==> config.mk <==
export PLATFORM = sky130hd
export DESIGN_NAME = normalize_stage_flat
export DESIGN_NICKNAME = d
export VERILOG_FILES = /design/src/rtl/normalize_stage_pkg.sv /design/src/rtl/normalize_stage_if.sv /design/src/rtl/normalize_stage_ffo.sv /design/src/rtl/normalize_stage.sv /design/src/flat_wrapper.sv
export SDC_FILE = /design/constraint.sdc
export NUM_CORES = 1
export LEC_CHECK = 0
export ABC_CLOCK_PERIOD_IN_PS = 13230
export CORE_MARGIN = 10
export CORE_UTILIZATION = 55
export CTS_BUF_LIST = sky130_fd_sc_hd__clkbuf_2
export DETAILED_ROUTE_END_ITERATION = 16
export GPL_TIMING_DRIVEN = 0
export PLACE_DENSITY = 0.81
export SYNTH_ARGS = -nofsm -noshare
export SYNTH_HDL_FRONTEND = slang
export SYNTH_SLANG_ARGS = --single-unit
==> constraint.sdc <==
create_clock -name clk -period 13.23 [get_ports clk]
set_clock_uncertainty 0.1 [all_clocks]
set_input_delay 1.9845 -clock clk [delete_from_list [all_inputs] [get_ports clk]]
set_output_delay 1.9845 -clock clk [all_outputs]
set_load 0.02 [all_outputs]
==> src/rtl/normalize_stage_pkg.sv <==
// Shared types and default widths for the adder normalize stage.
// The packed transfer types are sized by FP_MANT_W / FP_EXP_W.
package fpadd_pkg;

    localparam int FP_MANT_W = 24;  // normalized mantissa width incl. hidden bit
    localparam int FP_EXP_W  = 8;   // biased exponent width
    localparam int FFO_IDX_W = 5;   // index width of the 24-bit leading-one finder

    // One sum offered by the add stage: carry+mantissa, guard/round/sticky, exponent.
    typedef struct packed {
        logic [FP_MANT_W:0]   mant;
        logic [2:0]           grs;
        logic [FP_EXP_W-1:0]  exp;
    } norm_in_t;

    // One normalized result with its status flags.
    typedef struct packed {
        logic [FP_MANT_W-1:0] mant;
        logic [FP_EXP_W-1:0]  exp;
        logic                 zero;
        logic                 ovf;
        logic                 unf;
    } norm_out_t;

endpackage

==> src/rtl/normalize_stage_if.sv <==
// Upstream and downstream stream bundle of the normalize stage.
//
// Handshake (both directions): a transfer happens on a rising clk edge where
// valid and ready are both 1. While valid is 1 and ready is 0 the sender
// holds valid and all payload signals stable. ready never depends
// combinationally on valid of the same channel.
interface normalize_stage_if
    import fpadd_pkg::*;
#(
    parameter int MANT_W = FP_MANT_W,
    parameter int EXP_W  = FP_EXP_W
) ();

    logic              in_valid;
    logic              in_ready;
    logic [MANT_W:0]   in_mant;
    logic [2:0]        in_grs;
    logic [EXP_W-1:0]  in_exp;

    logic              out_valid;
    logic              out_ready;
    logic [MANT_W-1:0] out_mant;
    logic [EXP_W-1:0]  out_exp;
    logic              out_zero;
    logic              out_ovf;
    logic              out_unf;

    // Seen from the normalize stage.
    modport slave (
        input  in_valid, in_mant, in_grs, in_exp, out_ready,
        output in_ready, out_valid, out_mant, out_exp, out_zero, out_ovf, out_unf
    );

    // Seen from the add stage / downstream consumer pair.
    modport master (
        output in_valid, in_mant, in_grs, in_exp, out_ready,
        input  in_ready, out_valid, out_mant, out_exp, out_zero, out_ovf, out_unf
    );

endinterface

==> src/rtl/normalize_stage_ffo.sv <==
// FindFirstOne: priority encoder returning the index of the most
// significant set bit of a 24-bit vector.
module FindFirstOne
    import fpadd_pkg::*;
(
    input  logic [23:0]          vec,
    output logic                 valid,
    output logic [FFO_IDX_W-1:0] index
);

    // Ascending scan; the last hit (highest bit) wins.
    always_comb begin
        valid = 1'b0;
        index = '0;
        for (int i = 0; i < 24; i++) begin
            if (vec[i]) begin
                valid = 1'b1;
                index = FFO_IDX_W'(i);
            end
        end
    end

endmodule

==> src/rtl/normalize_stage.sv <==
// normalize_stage: two-stage post-add normalizer with valid/ready backpressure.
// S1 registers the raw sum and finds its leading one; S2 shifts, adjusts the
// exponent, classifies zero/overflow/underflow and registers the result.
// Optional feature macro: NORMALIZE_ROUND_EN (round-to-nearest-even in S2);
// without it the mantissa is truncated.
module normalize_stage
    import fpadd_pkg::*;
#(
    parameter int MANT_W = FP_MANT_W,
    parameter int EXP_W  = FP_EXP_W
) (
    input  logic                    clk,
    input  logic                    rst_n,
    normalize_stage_if.slave        bus
);

    localparam int XW    = EXP_W + 2;           // signed exponent work width
    localparam int EXT_W = MANT_W + 3;          // mantissa with GRS appended
    localparam int SH_W  = $clog2(EXT_W);
    localparam logic signed [XW-1:0] EXP_MAX  = XW'((1 << EXP_W) - 1);
    localparam logic signed [XW-1:0] EXP_ZERO = '0;

    // Pipeline state
    logic      s1_valid;
    norm_in_t  s1_q;
    logic      s2_valid;
    norm_out_t s2_q;

    logic s1_adv;
    logic s2_adv;

    // Leading-one finder on the registered sum (carry excluded)
    logic                 ffo_valid;
    logic [FFO_IDX_W-1:0] ffo_idx;

    FindFirstOne u_ffo (
        .vec   (s1_q.mant[MANT_W-1:0]),
        .valid (ffo_valid),
        .index (ffo_idx)
    );

    // A stage may load when it is empty or its content leaves this cycle.
    assign s2_adv      = !s2_valid || bus.out_ready;
    assign s1_adv      = !s1_valid || s2_adv;
    assign bus.in_ready = s1_adv;

    // S2 datapath
    logic [EXT_W-1:0]        ext;
    logic [EXT_W-1:0]        ext_sh;
    logic [SH_W-1:0]         d;
    logic [MANT_W-1:0]       mant_sh;
    logic [MANT_W-1:0]       mant_fin;
    logic signed [XW-1:0]    exp_in;
    logic signed [XW-1:0]    exp_adj;
    logic signed [XW-1:0]    exp_fin;
    logic                    is_zero;
    norm_out_t               nxt;
`ifdef NORMALIZE_ROUND_EN
    logic [2:0]              grs_sh;
    logic                    round_up;
    logic [MANT_W:0]         mant_rnd;
`endif

    // Shift into 1.xxx form, adjust the exponent and classify the result.
    always_comb begin
        ext      = {s1_q.mant[MANT_W-1:0], s1_q.grs};
        ext_sh   = '0;
        d        = '0;
        mant_sh  = '0;
        mant_fin = '0;
        exp_in   = XW'(s1_q.exp);
        exp_adj  = exp_in;
        exp_fin  = exp_in;
        is_zero  = 1'b0;
        nxt      = '0;
`ifdef NORMALIZE_ROUND_EN
        grs_sh   = '0;
        round_up = 1'b0;
        mant_rnd = '0;
`endif
        if (s1_q.mant[MANT_W]) begin
            // Carry: one step right; dropped LSB becomes guard, old GRS go sticky.
            mant_sh = s1_q.mant[MANT_W:1];
            exp_adj = exp_in + XW'(1);
`ifdef NORMALIZE_ROUND_EN
            grs_sh  = {s1_q.mant[0], 1'b0, |s1_q.grs};
`endif
        end else begin
            // Left shift so the leading one lands in the hidden-bit position.
            // A leading one only inside GRS shifts past the whole mantissa.
            if (ffo_valid)          d = SH_W'(MANT_W - 1) - SH_W'(ffo_idx);
            else if (s1_q.grs[2])   d = SH_W'(MANT_W);
            else if (s1_q.grs[1])   d = SH_W'(MANT_W + 1);
            else if (s1_q.grs[0])   d = SH_W'(MANT_W + 2);
            else                    is_zero = 1'b1;
            ext_sh  = ext << d;
            mant_sh = MANT_W'(ext_sh >> 3);
            exp_adj = exp_in - XW'(d);
`ifdef NORMALIZE_ROUND_EN
            grs_sh  = ext_sh[2:0];
`endif
        end

`ifdef NORMALIZE_ROUND_EN
        // Round to nearest, ties to even; an all-ones carry-out renormalizes.
        round_up = grs_sh[2] && (grs_sh[1] || grs_sh[0] || mant_sh[0]);
        mant_rnd = {1'b0, mant_sh} + (MANT_W + 1)'(round_up);
        if (mant_rnd[MANT_W]) begin
            mant_fin = mant_rnd[MANT_W:1];
            exp_fin  = exp_adj + XW'(1);
        end else begin
            mant_fin = mant_rnd[MANT_W-1:0];
            exp_fin  = exp_adj;
        end
`else
        mant_fin = mant_sh;
        exp_fin  = exp_adj;
`endif

        if (is_zero) begin
            nxt.zero = 1'b1;
        end else if (exp_adj <= EXP_ZERO) begin
            nxt.zero = 1'b1;
            nxt.unf  = 1'b1;
        end else if (exp_fin >= EXP_MAX) begin
            nxt.exp  = '1;
            nxt.ovf  = 1'b1;
        end else begin
            nxt.mant = mant_fin;
            nxt.exp  = exp_fin[EXP_W-1:0];
        end
    end

    // Pipeline registers; each stage loads only when it may advance.
    always_ff @(posedge clk) begin
        if (!rst_n) begin
            s1_valid <= 1'b0;
            s1_q     <= '0;
            s2_valid <= 1'b0;
            s2_q     <= '0;
        end else begin
            if (s1_adv) begin
                s1_valid <= bus.in_valid;
                if (bus.in_valid) begin
                    s1_q <= '{mant: bus.in_mant, grs: bus.in_grs, exp: bus.in_exp};
                end
            end
            if (s2_adv) begin
                s2_valid <= s1_valid;
                if (s1_valid) begin
                    s2_q <= nxt;
                end
            end
        end
    end

    assign bus.out_valid = s2_valid;
    assign bus.out_mant  = s2_q.mant;
    assign bus.out_exp   = s2_q.exp;
    assign bus.out_zero  = s2_q.zero;
    assign bus.out_ovf   = s2_q.ovf;
    assign bus.out_unf   = s2_q.unf;

endmodule

==> src/flat_wrapper.sv <==
// flat-port wrapper written by rule: the top's interface ports become plain ports
module normalize_stage_flat import fpadd_pkg::*;
#(
    parameter int MANT_W = FP_MANT_W,
    parameter int EXP_W  = FP_EXP_W
)
  (clk, rst_n, bus_in_valid, bus_in_mant, bus_in_grs, bus_in_exp, bus_out_ready, bus_in_ready, bus_out_valid, bus_out_mant, bus_out_exp, bus_out_zero, bus_out_ovf, bus_out_unf);
  normalize_stage_if #(.MANT_W(MANT_W), .EXP_W(EXP_W)) bus_i ();
  input  logic clk;
  input  logic rst_n;
  input wire logic [$bits(bus_i.in_valid)-1:0] bus_in_valid;
  input wire logic [$bits(bus_i.in_mant)-1:0] bus_in_mant;
  input wire logic [$bits(bus_i.in_grs)-1:0] bus_in_grs;
  input wire logic [$bits(bus_i.in_exp)-1:0] bus_in_exp;
  input wire logic [$bits(bus_i.out_ready)-1:0] bus_out_ready;
  output wire logic [$bits(bus_i.in_ready)-1:0] bus_in_ready;
  output wire logic [$bits(bus_i.out_valid)-1:0] bus_out_valid;
  output wire logic [$bits(bus_i.out_mant)-1:0] bus_out_mant;
  output wire logic [$bits(bus_i.out_exp)-1:0] bus_out_exp;
  output wire logic [$bits(bus_i.out_zero)-1:0] bus_out_zero;
  output wire logic [$bits(bus_i.out_ovf)-1:0] bus_out_ovf;
  output wire logic [$bits(bus_i.out_unf)-1:0] bus_out_unf;
  assign bus_i.in_valid = bus_in_valid;
  assign bus_i.in_mant = bus_in_mant;
  assign bus_i.in_grs = bus_in_grs;
  assign bus_i.in_exp = bus_in_exp;
  assign bus_i.out_ready = bus_out_ready;
  assign bus_in_ready = bus_i.in_ready;
  assign bus_out_valid = bus_i.out_valid;
  assign bus_out_mant = bus_i.out_mant;
  assign bus_out_exp = bus_i.out_exp;
  assign bus_out_zero = bus_i.out_zero;
  assign bus_out_ovf = bus_i.out_ovf;
  assign bus_out_unf = bus_i.out_unf;
  normalize_stage #(.MANT_W(MANT_W), .EXP_W(EXP_W)) u_core (.clk(clk), .rst_n(rst_n), .bus(bus_i));
endmodule
==> out/metrics.yaml <==
grt:
  overflow: 0
  grt_pass1_vias: 5842
  grt_pass1_wl_um: 30800
  track_usage_pct: 28.7
  grt_max_degree: 15
  antenna_found_initial: 0
setup_path:
  endpoint_kind: "flip-flop"
  arrival_ns: 6.19
  critPathKind: "reg2reg"
  critPathRequiredTime_ns: 13.58
  start_kind: "flip-flop"
  critPathMaxFanout: 10
detailed_routing:
  via_count: 6053
  dr.pass1.iters: 14
  drc: 0
  drt_iter0_markers: 779
  vias_per_cell: 6.68
  wl_um: 19600
  drtAntennaViolNets: 0
  wl_per_cell_um: 21.6
synthesis:
  synth_cell_type_count: 70
  synth-edff-count: 0
  synth_seq_cells: 73
  ys_seq_area_share_pct: 28.6
  ys_async_sr_fraction_pct: 0
  synth_area_leaders: "dfxtp_1, nand2_1, a21oi_1, o21ai_0, a22oi_1"
  mappedNetlistArea_um2: 5110
  yosys_warnings: 0
  postSynthAreaPerCell_um2: 7.27
  synth_top_area_share_pct: 28.6
  synth_cells: 703
  synth_ff_type: "dfxtp_1"
  netlist.top_cell.by_area: "dfxtp_1"
  syn-num-nets: 750
clock_network:
  insertion_delay_ns: 0.55
  cts_setup_buffers: 0
  cts_buffers: 9
  cts_tree: "built"
  clk_path_buf_depth: 2
  cts_resized: 0
  cts_root_buf: "clkbuf_2"
  h-tree-depth: 3
  clock_sinks: 73
  clk_pin_slew_ns: 0.24
  postCtsHoldBufs: 0
place:
  place.gp.congestion: 1.12
  io_buffers: 76
  dp_hpwl_um: 15000
run_status:
  status: "finished, final reports clean"
sta:
  timing.final.crit_share_pct: 44.1
  min_period_ns: 5.84
  worst_slew_pin_slew_ns: 0.886
  final_max_slew_viol_count: 0
  max_freq_ghz: 0.171
  relSlewSlack_pct: 40.7
  hold_viol: 0
  tns_ns: 0
  finalSetupViolations: 0
  rsz0062_at_grt: "false"
run:
  drv_cap: 0
pwr:
  internal_power_mw: 0.397
  p_clk_share_pct: 19.6
  peakVddDrop_mv: 0.0642
  p_comb_share_pct: 44.9
  power.total_mw: 0.699
  p_sw_share_pct: 43.2
  seq_power_share_pct: 35.5
  p_per_area_nw_per_um2: 114
  p_sw_mw: 0.302
  p_leak_nw: 2.31
finish:
  diodes: 0
  syn_to_final_growth_pct: 20.0
  drive_gt1_share_pct: 6.79
  finalNetCount: 837
floorplanning:
  fp-row-count: 35
  initial_core_util_pct: 55.8
  fp.dieW_um: 116
  die_y_um: 116
  io_pins: 77
  die-area_um2: 13500
  core_um2: 9150
min_path:
  hold_path_class: "reg2reg"
## metrics by stage
step	hold WS (ns)	instance area [um2]	setup slack (ns)	cells	utilization (%)
floorplan	0.371	5110	8.65	703	-
global placement	0.334	6010	7.73	890	65.7
detailed placement	0.343	6010	7.61	890	65.7
CTS	0.371	6130	7.58	906	67.0
global route	0.410	6130	7.03	906	67.0
finish	0.371	6130	7.39	906	67.0
## worst max-delay path: stages, from the launching register on
cell and delay (ns):
dfxtp_1 0.34, clkbuf_1 0.24, nor4_2 0.46, nand4_1 0.37, nor2_1 0.40, nor3_1 0.09
a32o_1 0.31, inv_1 0.22, buf_2 0.27, buf_2 0.32, ha_1 0.28, nor2b_1 0.14
o31a_1 0.27, o32ai_1 0.37, a31oi_1 0.19, xor2_1 0.20, nor4_1 0.38, nor2_2 0.12
and3_1 0.25, buf_2 0.19, a32o_1 0.23
## worst paths after layout
path              cells past startpoint                     end  slack (ns)             startpoint
setup / recovery                     20  u_core.bus.out_mant[8]        7.39         u_core.ext[24]
hold / removal                        2   u_core.bus.out_exp[6]        0.37  u_core.bus.out_exp[6]
setup reg to reg                     20  u_core.bus.out_mant[8]        7.39         u_core.ext[24]
hold reg to reg                       2   u_core.bus.out_exp[6]        0.37  u_core.bus.out_exp[6]
## registers in the layout, indices dropped and copies added, names as in the netlist
register and flops:
u_core.ext 27, u_core.bus.out_mant 24, u_core.bus.out_exp 8, u_core.exp_in 8
u_core.bus.out_ovf 1, u_core.bus.out_unf 1, u_core.bus.out_valid 1, u_core.bus.out_zero 1
u_core.s1_q 1, u_core.s1_valid 1
## kinds of logic (layout without fill, tap and decap cells)
family / count (synthesis) / after routing / synth area share (%)
AND/OR/NAND/NOR: 285 / 285 / 26.9
AO/OA/AOI/OAI: 236 / 236 / 30.9
flip-flops: 73 / 73 / 28.6
buffers and inverters: 72 / 164 / 5.83
multiplexers: 23 / 23 / 4.68
adder cells (fa/ha/maj): 8 / 8 / 2.06
XOR/XNOR: 6 / 6 / 1.03
## routing by layer
metal  up-vias  GRT usage (%)  wire [um]
met2       407           44.5       8590
met5         -              0          0
met1      2819           36.7       7870
met3        82           6.99       2320
met4         0           13.4        779
li1       2745              -          -
## power by group through the flow
stage	clock, mW	sequential [mW]	combinational [mW]
floorplan	0	0.256	0.197
global placement	0	0.251	0.298
detailed placement	0	0.252	0.301
CTS	0.135	0.247	0.302
global route	0.143	0.250	0.337
finish	0.137	0.248	0.314
## synthesized netlist by cell type, types with 14 or more instances
cell type	count
inv_1	14
dfxtp_1	73
o21ai_0	41
nor2_1	46
a21oi_1	66
mux2i_1	16
nand2b_1	14
a22oi_1	26
nand3_1	18
nand2_1	133
clkbuf_1	40
## final cells by class
class	instances	area, um2
Buffer	56	238
Fill cell	757	3020
Inverter	16	60.1
Timing Repair Buffer	76	761
Sequential cell	73	1460
Clock inverter	7	77.6
Clock buffer	9	45.0
Multi-Input combinational cell	558	3350
Tap cell	111	139
## cell usage in the layout, fill, tap and decap left out, types with 4 or more instances in the layout
cell and n:
nand2_1 133, clkdlybuf4s50_1 76, dfxtp_1 73, a21oi_1 66, nor2_1 46, o21ai_0 41
clkbuf_1 40, a22oi_1 26, nand3_1 18, mux2i_1 16, inv_1 14, nand2b_1 14
buf_2 12, nor3_1 12, clkbuf_2 10, and2_1 10, nor2b_1 9, a211oi_1 8
a31oi_1 8, o31ai_1 8, and3_1 7, mux2_2 7, nor4_1 6, a32o_1 6
a21o_1 6, a32oi_1 6, ha_1 6, o31a_1 5, o22ai_1 5, a221oi_1 5
nor4_2 4, nand4_1 4, o211a_1 4, nor3b_1 4, o21a_1 4, a221o_1 4
o221ai_1 4, a22o_1 4
(Power assumes the default switching activity.)
